## config.mk

```make
export PLATFORM = sky130hd
export DESIGN_NAME = fetch_unit
export DESIGN_NICKNAME = d
export VERILOG_FILES = /design/src/rtl/fetch_unit_pkg.sv /design/src/rtl/next_pc_calc.sv /design/src/rtl/fetch_unit.sv
export SDC_FILE = /design/constraint.sdc
export NUM_CORES = 1
export LEC_CHECK = 0
export ABC_CLOCK_PERIOD_IN_PS = 6300
export CAP_MARGIN = 20
export CORE_ASPECT_RATIO = 0.75
export CORE_MARGIN = 8
export CORE_UTILIZATION = 40
export CTS_CLUSTER_DIAMETER = 120
export DETAILED_ROUTE_END_ITERATION = 10
export PLACE_DENSITY_LB_ADDON = 0.1
export SYNTH_ARGS = -nofsm -noshare
export SYNTH_HDL_FRONTEND = slang
export SYNTH_SLANG_ARGS = --single-unit
```

## constraint.sdc

```tcl
create_clock -name clk -period 6.3 [get_ports clk]
set_clock_uncertainty 0.1 [all_clocks]
set_input_delay 1.575 -clock clk [delete_from_list [all_inputs] [get_ports clk]]
set_output_delay 1.575 -clock clk [all_outputs]
set_load 0.005 [all_outputs]
```

## src/rtl/fetch_unit_pkg.sv

```systemverilog
// Shared fetch/decode/execute definitions: data width, jump classes, fetch FSM states.
package fetch_unit_pkg;

    localparam int DWIDTH = 32;

    // Control-flow class of an instruction, produced by the decoder.
    typedef enum logic [2:0] {
        JT_NONE = 3'b000,
        JT_BEQ  = 3'b001,
        JT_JAL  = 3'b010,
        JT_JR   = 3'b011,
        JT_J    = 3'b100
    } jump_type_t;

    // Fetch sequencer states.
    typedef enum logic [1:0] {
        REQ  = 2'b00,
        WAIT = 2'b01,
        HOLD = 2'b10
    } fetch_state_t;

endpackage

```

## src/rtl/next_pc_calc.sv

```systemverilog
// Purely combinational next-PC selection for the instruction held by fetch_unit.
module next_pc_calc #(
    parameter int DWIDTH = fetch_unit_pkg::DWIDTH
) (
    input  logic [DWIDTH-1:0] instr_pc4,
    input  logic [2:0]        jump_type,
    input  logic [25:0]       jump_addr,
    input  logic [DWIDTH-1:0] imm,
    input  logic [DWIDTH-1:0] rs1_data,
    input  logic              alu_zero,
    output logic [DWIDTH-1:0] next_pc,
    output logic              misaligned
);
    import fetch_unit_pkg::*;

    // Select the successor address; unknown jump classes fall through sequentially.
    always_comb begin
        next_pc    = instr_pc4;
        misaligned = 1'b0;
        case (jump_type)
            JT_BEQ: begin
                if (alu_zero) begin
                    next_pc = instr_pc4 + (imm << 2);
                end
            end
            JT_JAL, JT_J: begin
                next_pc = {instr_pc4[DWIDTH-1 -: 4], jump_addr, 2'b00};
            end
            JT_JR: begin
                // Low bits are forced to zero; the caller reports the misalignment.
                next_pc    = {rs1_data[DWIDTH-1:2], 2'b00};
                misaligned = |rs1_data[1:0];
            end
            default: begin
                next_pc = instr_pc4;
            end
        endcase
    end

endmodule

```

## src/rtl/fetch_unit.sv

```systemverilog
// Instruction-fetch stage: owns the PC, fetches one word at a time, holds it for decode.
//
// Handshake rules: a request transfers on a rising edge where imem_req_valid and
// imem_req_ready are both 1; once raised, imem_req_valid and imem_req_addr stay
// stable until that transfer. The response channel is valid-only (one-cycle
// strobe, no backpressure). The held instruction transfers downstream on an edge
// where instr_valid and instr_ready are both 1; instr/instr_pc/instr_pc4 are
// stable until then.
module fetch_unit #(
    parameter int                 DWIDTH   = fetch_unit_pkg::DWIDTH,
    parameter logic [DWIDTH-1:0]  RESET_PC = '0
) (
    input  logic              clk,
    input  logic              rst,
    output logic              imem_req_valid,
    output logic [DWIDTH-1:0] imem_req_addr,
    input  logic              imem_req_ready,
    input  logic              imem_rsp_valid,
    input  logic [DWIDTH-1:0] imem_rsp_data,
    output logic [DWIDTH-1:0] instr,
    output logic              instr_valid,
    output logic [DWIDTH-1:0] instr_pc,
    output logic [DWIDTH-1:0] instr_pc4,
    input  logic              instr_ready,
    input  logic [2:0]        jump_type,
    input  logic [25:0]       jump_addr,
    input  logic [DWIDTH-1:0] imm,
    input  logic [DWIDTH-1:0] rs1_data,
    input  logic              alu_zero,
    output logic              addr_err
);
    import fetch_unit_pkg::*;

    fetch_state_t      state;
    fetch_state_t      state_next;
    logic [DWIDTH-1:0] pc;
    logic              drop_pending;
    logic              req_fire;
    logic              rsp_take;
    logic              rsp_drop;
    logic              instr_fire;
    logic [DWIDTH-1:0] next_pc;
    logic              misaligned;

    assign imem_req_addr = pc;

    next_pc_calc #(
        .DWIDTH(DWIDTH)
    ) u_next_pc_calc (
        .instr_pc4  (instr_pc4),
        .jump_type  (jump_type),
        .jump_addr  (jump_addr),
        .imm        (imm),
        .rs1_data   (rs1_data),
        .alu_zero   (alu_zero),
        .next_pc    (next_pc),
        .misaligned (misaligned)
    );

    // Next-state decode and the per-cycle events that move the sequencer.
    always_comb begin
        state_next = state;
        req_fire   = 1'b0;
        rsp_take   = 1'b0;
        rsp_drop   = 1'b0;
        instr_fire = 1'b0;
        case (state)
            REQ: begin
                if (imem_req_valid && imem_req_ready) begin
                    req_fire   = 1'b1;
                    state_next = WAIT;
                end
            end
            WAIT: begin
                if (imem_rsp_valid) begin
                    if (drop_pending) begin
                        // Response belongs to a request abandoned by reset: refetch.
                        rsp_drop   = 1'b1;
                        state_next = REQ;
                    end else begin
                        rsp_take   = 1'b1;
                        state_next = HOLD;
                    end
                end
            end
            HOLD: begin
                if (instr_valid && instr_ready) begin
                    instr_fire = 1'b1;
                    state_next = REQ;
                end
            end
            default: begin
                state_next = REQ;
            end
        endcase
    end

    // State, PC and registered outputs; drop_pending survives reset by design.
    always_ff @(posedge clk) begin
        if (rst) begin
            state          <= REQ;
            pc             <= RESET_PC;
            imem_req_valid <= 1'b0;
            instr          <= '0;
            instr_valid    <= 1'b0;
            instr_pc       <= RESET_PC;
            instr_pc4      <= RESET_PC + DWIDTH'(4);
            addr_err       <= 1'b0;
            drop_pending   <= (state == WAIT);
        end else begin
            state          <= state_next;
            imem_req_valid <= (state_next == REQ);
            instr_valid    <= (state_next == HOLD);
            addr_err       <= instr_fire && misaligned;
            if (rsp_drop) begin
                drop_pending <= 1'b0;
            end
            if (rsp_take) begin
                instr     <= imem_rsp_data;
                instr_pc  <= pc;
                instr_pc4 <= pc + DWIDTH'(4);
            end
            if (instr_fire) begin
                pc <= next_pc;
            end
        end
    end

    // req_fire is kept as a named event for checker binding.
    logic unused_req_fire;
    assign unused_req_fire = req_fire;

endmodule

```

Word level (Yosys, flattened, before mapping)
Cells that the tools add are included.
{"block": "classes", "addsub": 2, "n_eq_ne": 7, "mux": 18, "n_reduce_logical": 8}
{"operator": "$pmux W32 S3", "n": 1}
{"operator": "$add A32 B3 Y32 const B", "n": 1}
{"operator": "$add A32 B32 Y32", "n": 1}
{"operator": "$mux W32", "n": 1}
{"operator": "$mux W1", "n": 11}
{"operator": "$mux W2", "n": 4}
{"operator": "$eq A3 B2 Y1 const B", "n": 2}
{"operator": "$pmux W2 S3", "n": 1}
{"operator": "$eq A2 B2 Y1 const B", "n": 2}
{"operator": "$logic_not A2 Y1", "n": 2}
{"operator": "$reduce_or A2 Y1", "n": 2}
{"operator": "$eq A3 B1 Y1 const B", "n": 1}
{"operator": "$eq A3 B3 Y1 const B", "n": 1}
{"operator": "$logic_and A1 B1 Y1", "n": 3}
{"operator": "$eq A2 B1 Y1 const B", "n": 1}
{"operator": "$reduce_bool A2 Y1", "n": 1}
{"block": "totals", "ff_bits": 134, "in_bits": 131, "out_inout_bits": 131, "wordCells": 44}

Longest topological paths before layout
Gate-level depths: netlist of run 1.
{"block": "logic_depth", "word_depth": 5, "ltp_mapped": 12, "ltp_nobuf": 12}

Cells and area by module
Synthesis of run 1 repeated with hierarchy kept, for this count alone.
{"block": "unflattened", "cells_unflattened": 1024, "hier_area_um2": 7729.9}
{"mod": "fetch_unit", "n_inst": 1, "cells_each": 639, "area_each_um2": 5198.7, "seq_area_each_um2": 2652.5}
{"mod": "next_pc_calc", "n_inst": 1, "cells_each": 385, "area_each_um2": 2531.2, "seq_area_each_um2": 0.0}

Worst setup path before layout of run 1
OpenSTA, ideal clock, no wires.
{"block": "synth_timing", "path_kind": "input to register", "start": "input port imm[0]", "end": "register pc[24] (netlist: imem_req_addr[24])", "setup_ps": 120, "t_arrival_ps": 3790, "required_time_ps": 6080, "slack_ps": 2290, "path_stages": 12, "path_buffers": 0, "cell_sequence": "ha_1 > inv_1 > fa_1 > nand2b_1 > a21oi_1 > o311a_1 > a21oi_2 > o31ai_2 > a41oi_2 > xor2_1 > a21oi_1 > a211o_1"}
{"block": "synth_between", "elab_chain_cells": 3}
{"element": "start: declaration", "line": "fetch_unit.sv:27", "source": "input logic [DWIDTH-1:0] imm,"}
{"element": "$add A32 B32 Y32", "line": "next_pc_calc.sv:23", "source": "next_pc = instr_pc4 + (imm << 2);"}
{"element": "$mux W32", "line": "next_pc_calc.sv:22", "source": "if (alu_zero) begin"}
{"element": "$pmux W32 S3", "line": "next_pc_calc.sv:20", "source": "case (jump_type)"}
{"element": "end signal: assignment", "line": "fetch_unit.sv:124", "source": "pc <= next_pc;"}
{"element": "end: declaration", "line": "fetch_unit.sv:36", "source": "logic [DWIDTH-1:0] pc;"}
Every way passes these cells.
A chain may end at the register's enable or synchronous reset.

Worst setup path in the final report of run 1
Same ends and word-level chain as after synthesis.

==> key figures, run 1 <==
Status
  • Status: completed

Clocking
  • CTS Sinks: 132
  • CTS clk-pin slew, worst paths: about 0.06 ns
  • CTS buffer count: 17
  • Clock Tree Buf Depth: 2
  • Setup repair bufs after CTS: 0
  • Htree depth: 4
  • CTS tree: built
  • Latest clock arrival within the worst-skew pair: 0.40 ns
  • Hold buffers post-CTS: 0
  • Root buffer cell: clkbuf_16
  • Cts repair resizes: 0

Power and ir drop
  • Leakage: 4.02 nW
  • Sequential power share: between 30% and 40%
  • Pwr Density: 204 nW/um2
  • Sw Ratio: 25.0%
  • Clock power share: between 40% and 50%
  • Cell internal pwr: approximately 1.7 mW
  • Combinational share of power: 14.1%
  • Sw power: roughly 0.57 mW
  • Pwr Total: 2.26 mW
  • Maximum vdd drop: 0.000163 V

Place
  • DP Area: 10500 um2
  • Port-buffer cells: 259
  • DP Wirelength: 22000 um
  • GPL Wtd Cong: 0.962

Yosys
  • Seq/Total Area, Yosys: 34.5%
  • Cell taking the most area after synthesis: dfxtp_1
  • Largest cells by area after synthesis: dfxtp_1, nand2_1, a21oi_1
  • Yosys cell types: 62
  • Async set-reset flop share out of synthesis: 0%
  • Avg Cell Area, Syn: 7.53 um2
  • Yosys warns: 0
  • Cells after Synth: roughly 1000
  • Post-synth EDFFs: 1
  • Most common cell in the netlist: nand2_1
  • Yosys top cell area share: 34.1%
  • Yosys reg bits: 132
  • Post-synth net total: about 1200
  • Synthesized area: about 7700 um2
  • Most used flip-flop cell after synthesis: dfxtp_1
  • Most instantiated cells after synthesis: nand2_1, dfxtp_1, a21oi_1

Finish
  • Share of cells above drive strength 1: ~4.8%
  • Final net count: 1409
  • Register area: 2650 um2
  • Design area: 11100 um2
  • Filler cells: 1772
  • # diodes: 0
  • Synth-to-Final Area Change: 44.4%
  • Multi-input gate area: 4700 um2
  • Fin util: 58.1%

Global routing
  • Initial antenna violation count: 1
  • Vias in the first global route: 7842
  • Grt ovf: 0
  • Pin count of the biggest net entering global routing: 79
  • First-pass GRT wire length: approximately 44000 um
  • Global Route Usage Sum: 23.2%

Worst hold path
  • Worst Hold Depth: 2
  • Tightest Hold Check Type: register to register
  • Origin of the worst min-delay path: instr_pc[18]$_SDFFE_PP0P_
  • Worst Hold Path EP: instr_pc[18]$_SDFFE_PP0P_

Floorplan
  • Site Rows: 44
  • Starting Density: about two fifths
  • Ports: 262
  • Die X: approximately 180 um
  • Die area: 24000 um2
  • Vert. Die Dim: 136 um
  • Core ar.: approximately 19000 um2

Worst setup path
  • Reg-to-Reg End: imem_req_addr[24]$_SDFFE_PP0P_
  • Critical path class: input pin to register
  • Crit path required time: 6.49 ns
  • Critical path startpoint category: input pin
  • Max Fanout on Critical Path: 4
  • Critical Path AT: approximately 4.7 ns
  • Crit end category: register
  • Flop2flop setup slack: 2.93 ns
  • Worst R2R Start: instr_pc4[2]$_SDFFE_PP1P_
  • FF-to-FF path depth: 12

Timing
  • Unrepaired setup endpoints after global routing: false
  • Final Max Slew Viols: 0
  • Setup TNS: 0 ns
  • Final Hold Vio Count: 0
  • Slew margin rel.: a little under a third
  • Worst Max-Slew Pin Slew: 1.04 ns
  • Max Clk Rate: 220 MHz
  • Final setup vio count: 0
  • Worst hold margin: 0.351 ns
  • Fin crit period: roughly 4.5 ns
  • Final period util: 72.0%

Route
  • Via count: 8401
  • Vias per cell: approximately 5.6
  • Routed Antenna Nets: 0
  • Routed WL: between 20000 and 30000 um
  • # DRC: 0
  • DR WL/cell: 19.0 um
  • Iter 0 DRT Violations: 873
  • Pre-Repair DR Iteration Count: 6

Run
  • Max-Cap Viols: 0
## cells in the final DEF, fill, tap and decap left out, types with 7 or more instances in the layout
cell,n
nor2b_1,7
nor3_1,16
buf_4,15
dfxtp_1,131
and3_1,11
nand2_1,199
a211oi_1,35
nand2b_1,9
o21ai_0,52
o221ai_1,10
xnor2_1,21
nand3_1,22
xor2_1,26
or3_1,8
a21o_1,15
inv_1,23
a221oi_1,16
clkdlybuf4s50_1,258
nand4_1,7
clkbuf_16,18
nor2_1,90
a21oi_1,126
ha_1,30
## registers in the layout, summed over array words and instances, names as in the netlist
name and cells:
instr_pc 32, instr_pc4 30, imem_req_addr 32, state 2
instr 32, imem_req_valid 1, instr_valid 1, addr_err 1
drop_pending 1
## critical path, cell delays in order
cell,delay (ns)
clkdlybuf4s50_1,0.45
ha_1,0.15
inv_1,0.05
fa_1,0.40
nand2b_1,0.18
a21oi_1,0.22
o311a_1,0.30
a21oi_2,0.13
o31ai_2,0.46
a41oi_2,0.18
xor2_1,0.22
a21oi_1,0.10
a211o_1,0.29
## how the worst max path moves through the flow
stage | slack (ns) | endpoint | cells after the start | start
after floorplan | 2.29 | imem_req_addr[24]$_SDFFE_PP0P_ | 12 | imm[0]
after global placement | 1.39 | imem_req_addr[24]$_SDFFE_PP0P_ | 13 | imm[0]
after detailed placement | 1.38 | imem_req_addr[24]$_SDFFE_PP0P_ | 13 | imm[0]
after CTS | 1.81 | imem_req_addr[24]$_SDFFE_PP0P_ | 13 | imm[0]
after global routing | 1.60 | imem_req_addr[24]$_SDFFE_PP0P_ | 13 | imm[0]
final | 1.76 | imem_req_addr[24]$_SDFFE_PP0P_ | 13 | imm[0]
## kinds of logic (layout without fill, tap and decap cells)
group | after synthesis | after routing | share of synthesized area, %
DFF | 132 | 132 | 34.5
muxes | 5 | 5 | 0.651
adders and majority gates | 31 | 31 | 5.14
AOI/OAI and AO/OA | 326 | 326 | 27.9
xor gates and xnor gates | 47 | 47 | 5.35
and+or+nand+nor | 391 | 391 | 22.0
buffers and inverters | 90 | 328 | 4.51
## per-layer routing
metal | share of wire (%) | vias up | track usage [%]
met2 | 45 | 381 | 35.7
met1 | 44 | 3871 | 30.9
met3 | 9.8 | 42 | 6.86
met5 | 0 | - | 0
li1 | - | 4107 | -
met4 | 1.6 | 0 | 6.62
## power by group through the flow
stage               clock network, mW  registers (mW)  logic (mW)
finish                           1.08           0.863       0.320
CTS                              1.10           0.863       0.317
detailed placement                  0           0.882       0.315
global placement                    0           0.881       0.314
floorplan                           0           0.876       0.162
global route                     1.14           0.864       0.348
## through the flow
stage,std cells,setup slack [ns]
2_1_floorplan,1022,2.29
3_3_place_gp,1481,1.39
3_5_place_dp,1481,1.38
4_1_cts,1513,1.81
5_1_grt,1513,1.60
6_report,1513,1.76
## area by class of cell
cell class,instances,area share [%]
Inverter,23,0.777
Clock inverter,13,1.76
Tap cell,253,2.85
Clock buffer,19,4.09
Timing Repair Buffer,273,24.3
Multi-Input combinational cell,800,42.4
Sequential cell,132,23.9
(Power assumes the default switching activity.)
==> inputs of run 2 (changes only) <==
--- a/config.mk
+++ b/config.mk
@@ -5,7 +5,7 @@
 export SDC_FILE = /design/constraint.sdc
 export NUM_CORES = 1
 export LEC_CHECK = 0
-export ABC_CLOCK_PERIOD_IN_PS = 6300
+export ABC_CLOCK_PERIOD_IN_PS = 4100
 export CAP_MARGIN = 20
 export CORE_ASPECT_RATIO = 0.75
 export CORE_MARGIN = 8
==> constraint.sdc (replaced) <==
create_clock -name clk -period 4.1 [get_ports clk]
set_clock_uncertainty 0.1 [all_clocks]
set_input_delay 1.025 -clock clk [delete_from_list [all_inputs] [get_ports clk]]
set_output_delay 1.025 -clock clk [all_outputs]
set_load 0.005 [all_outputs]
==> key figures, run 2 (synthesis gave the netlist of run 1 again) <==
Status
  • Status: completed

Global routing
  • Initial antenna violation count: 0 (-1)
  • Pin count of the biggest net entering global routing: 60 (-24%)
  • Vias in the first global route: 8050 (+2.7%)
  • First-pass GRT wire length: 44700 um (+0.86%)
  • Global Route Usage Sum: 23.4% (+0.23 points)
  • Grt ovf: 0 (unchanged)

Finish
  • Most frequent cells in the layout: clkdlybuf4s50_1, nand2_1, dfxtp_1, a21oi_1, nor2_1
  • Synth-to-Final Area Change: 45.3%
  • Share of cells above drive strength 1: 6.03% (+1.3 points)
  • Cell Count, Final, Fillers Out: 1531 (+1.2%)
  • Final net count: 1427 (+1.3%)
  • Filler cells: 1786 (+0.79%)
  • Most common cell after layout, fill and taps aside: clkdlybuf4s50_1
  • # diodes: 0 (unchanged)

Worst setup path
  • Critical path startpoint category: input pin
  • CP Cell Sequence: clkdlybuf4s50_1, ha_1, inv_1, fa_1, nand2b_1, a21oi_1, o311a_1, a21oi_2, o31ai_2, buf_4, a41oi_2, xor2_1, a21oi_1, a211o_1
  • Crit path largest cell delay: 0.46 ns (about the same)
  • Top delay family on crit path: compound AO/OA/AOI/OAI gates
  • Max Fanout on Critical Path: 4 (unchanged)
  • Crit end category: register
  • FF-to-FF path depth: 13 (+1)
  • Flop2flop setup slack: 0.93 ns (-2.00 ns)
  • Worst R2R Start: instr_pc4[2]$_SDFFE_PP1P_
  • Cell mode on critical path: a21oi_1
  • Critical Path Slowest Stage Cell: clkdlybuf4s50_1
  • Reg-to-Reg End: imem_req_addr[24]$_SDFFE_PP0P_
  • Crit path required time: 4.30 ns (-2.19 ns)
  • Crit path buf inv count: 3 (+1)
  • Critical path class: input pin to register
  • Critical Path AT: 3.97 ns (-0.76 ns)

Place
  • Placed cells: 1499 (+1.2%)
  • GPL Wtd Cong: 0.924 (-4.0%)
  • DP Wirelength: 22200 um (+0.92%)
  • Port-buffer cells: 259 (unchanged)
  • Pre-CTS worst setup slack: -0.0546 ns (-1.44 ns)

Timing
  • Final Hold Vio Count: 0 (unchanged)
  • Final period util: 91.9%
  • Final Max Slew Viols: 0 (unchanged)
  • Slew margin rel.: 34.4% (+4.2 points)
  • Fin crit period: about 3.8 ns
  • Max Clk Rate: roughly 270 MHz
  • Worst hold margin: 0.353 ns (+0.00217 ns)
  • Unrepaired setup endpoints after global routing: false
  • Setup TNS: 0 ns (unchanged)
  • Setup ws final: 0.330 ns (-1.43 ns)
  • Worst Max-Slew Pin Slew: 0.984 ns (-0.0585 ns)
  • Final setup vio count: 0 (unchanged)

Worst hold path
  • Origin of the worst min-delay path: instr[24]$_SDFFE_PP0P_
  • Worst Hold Depth: 2 (unchanged)
  • Tightest Hold Check Type: register to register
  • Worst Hold Path EP: instr[24]$_SDFFE_PP0P_

Clocking
  • Latest clock arrival within the worst-skew pair: 0.41 ns (about the same)
  • CTS clk-pin slew, worst paths: 0.06 ns (about the same)
  • CTS buffer count: 17 (unchanged)
  • Htree depth: 4 (unchanged)
  • Cts repair resizes: 0 (unchanged)
  • CTS Sinks: 132 (unchanged)
  • Hold buffers post-CTS: 0 (unchanged)
  • Root buffer cell: clkbuf_16
  • CTS tree: built
  • Clock Tree Buf Depth: 2 (unchanged)
  • Setup repair bufs after CTS: 0 (unchanged)

Route
  • # DRC: 0 (unchanged)
  • Pre-Repair DR Iteration Count: 7 (+1)
  • Via count: 8442 (+0.49%)
  • Vias per cell: 5.51 (-0.69%)
  • Iter 0 DRT Violations: 827 (-5.3%)
  • Routed WL: 29000 um (+0.68%)
  • DR WL/cell: 18.9 um (-0.50%)
  • Routed Antenna Nets: 0 (unchanged)

Floorplan
  • Vert. Die Dim: 136 um (unchanged)
  • Site Rows: 44 (unchanged)
  • Core ar.: 19100 um2 (unchanged)
  • Ports: 262 (unchanged)
  • Starting Density: 40.3% (unchanged)
  • Die area: 24000 um2 (unchanged)
  • Die X: 176 um (unchanged)

Power and ir drop
  • Leakage: 4.08 nW (+1.4%)
  • Maximum vdd drop: 0.000230 V (+41%)
  • Pwr Total: 3.27 mW (+44%)
  • Pwr Density: 292 nW/um2 (+43%)

Run
  • Max-Cap Viols: 0 (unchanged)
-- run 2: cell count changes in the layout (fill, tap and decap cells not counted), moves of 2 or more --
cell       before  now
buf_12          0    2
buf_4          15   31
bufinv_16       4    1
clkinv_4        2    6
-- run 2: worst register-to-register path, delay by kind of cell, from the launching register on --
family,cells,cell delay [ns]
compound gates,7,1.32
fa+ha+maj,2,0.57
flops,1,0.43
xor+xnor,1,0.23
buf+inv,2,0.22
simple gates,1,0.18
-- run 2: through the flow --
stage / area (um2) / util, %
finish: 11200 / 58.5
global route: 11200 / 58.5
CTS: 11200 / 58.5
detailed placement: 10600 / 55.6
global placement: 10600 / 55.6
floorplan: 7690 / -
-- run 2: layer usage --
layer / up-vias / part of all wire, % / global-route usage, %
met3: 29 / 8.4 / 6.08
met4: 0 / 1.1 / 5.68
met1: 3943 / 45 / 31.4
met5: - / 0 / 0
met2: 313 / 45 / 36.9
li1: 4157 / - / -
-- run 2: where the power goes --
group,leakage [nW],switching (mW),internal (mW)
logic,2.74,0.252,0.252
clock network,0.272,0.595,0.843
registers,1.07,0.0242,1.30
-- run 2: cell type report --
class,instances,area [um2],area share (%)
Timing Repair Buffer,291,2860,25.6
Inverter,23,86.3,0.773
Clock buffer,19,433,3.87
Multi-Input combinational cell,800,4700,42.1
Tap cell,253,317,2.83
Clock inverter,13,126,1.13
Sequential cell,132,2650,23.7
-- run 2: how the worst max path moves through the flow --
stage,startpoint,to,depth (start not counted)
floorplan,imm[0],imem_req_addr[24]$_SDFFE_PP0P_,12
global placement,imm[0],imem_req_addr[24]$_SDFFE_PP0P_,14
detailed placement,imm[0],imem_req_addr[24]$_SDFFE_PP0P_,14
CTS,imm[0],imem_req_addr[24]$_SDFFE_PP0P_,14
global route,imm[0],imem_req_addr[24]$_SDFFE_PP0P_,14
finish,imm[0],imem_req_addr[24]$_SDFFE_PP0P_,14
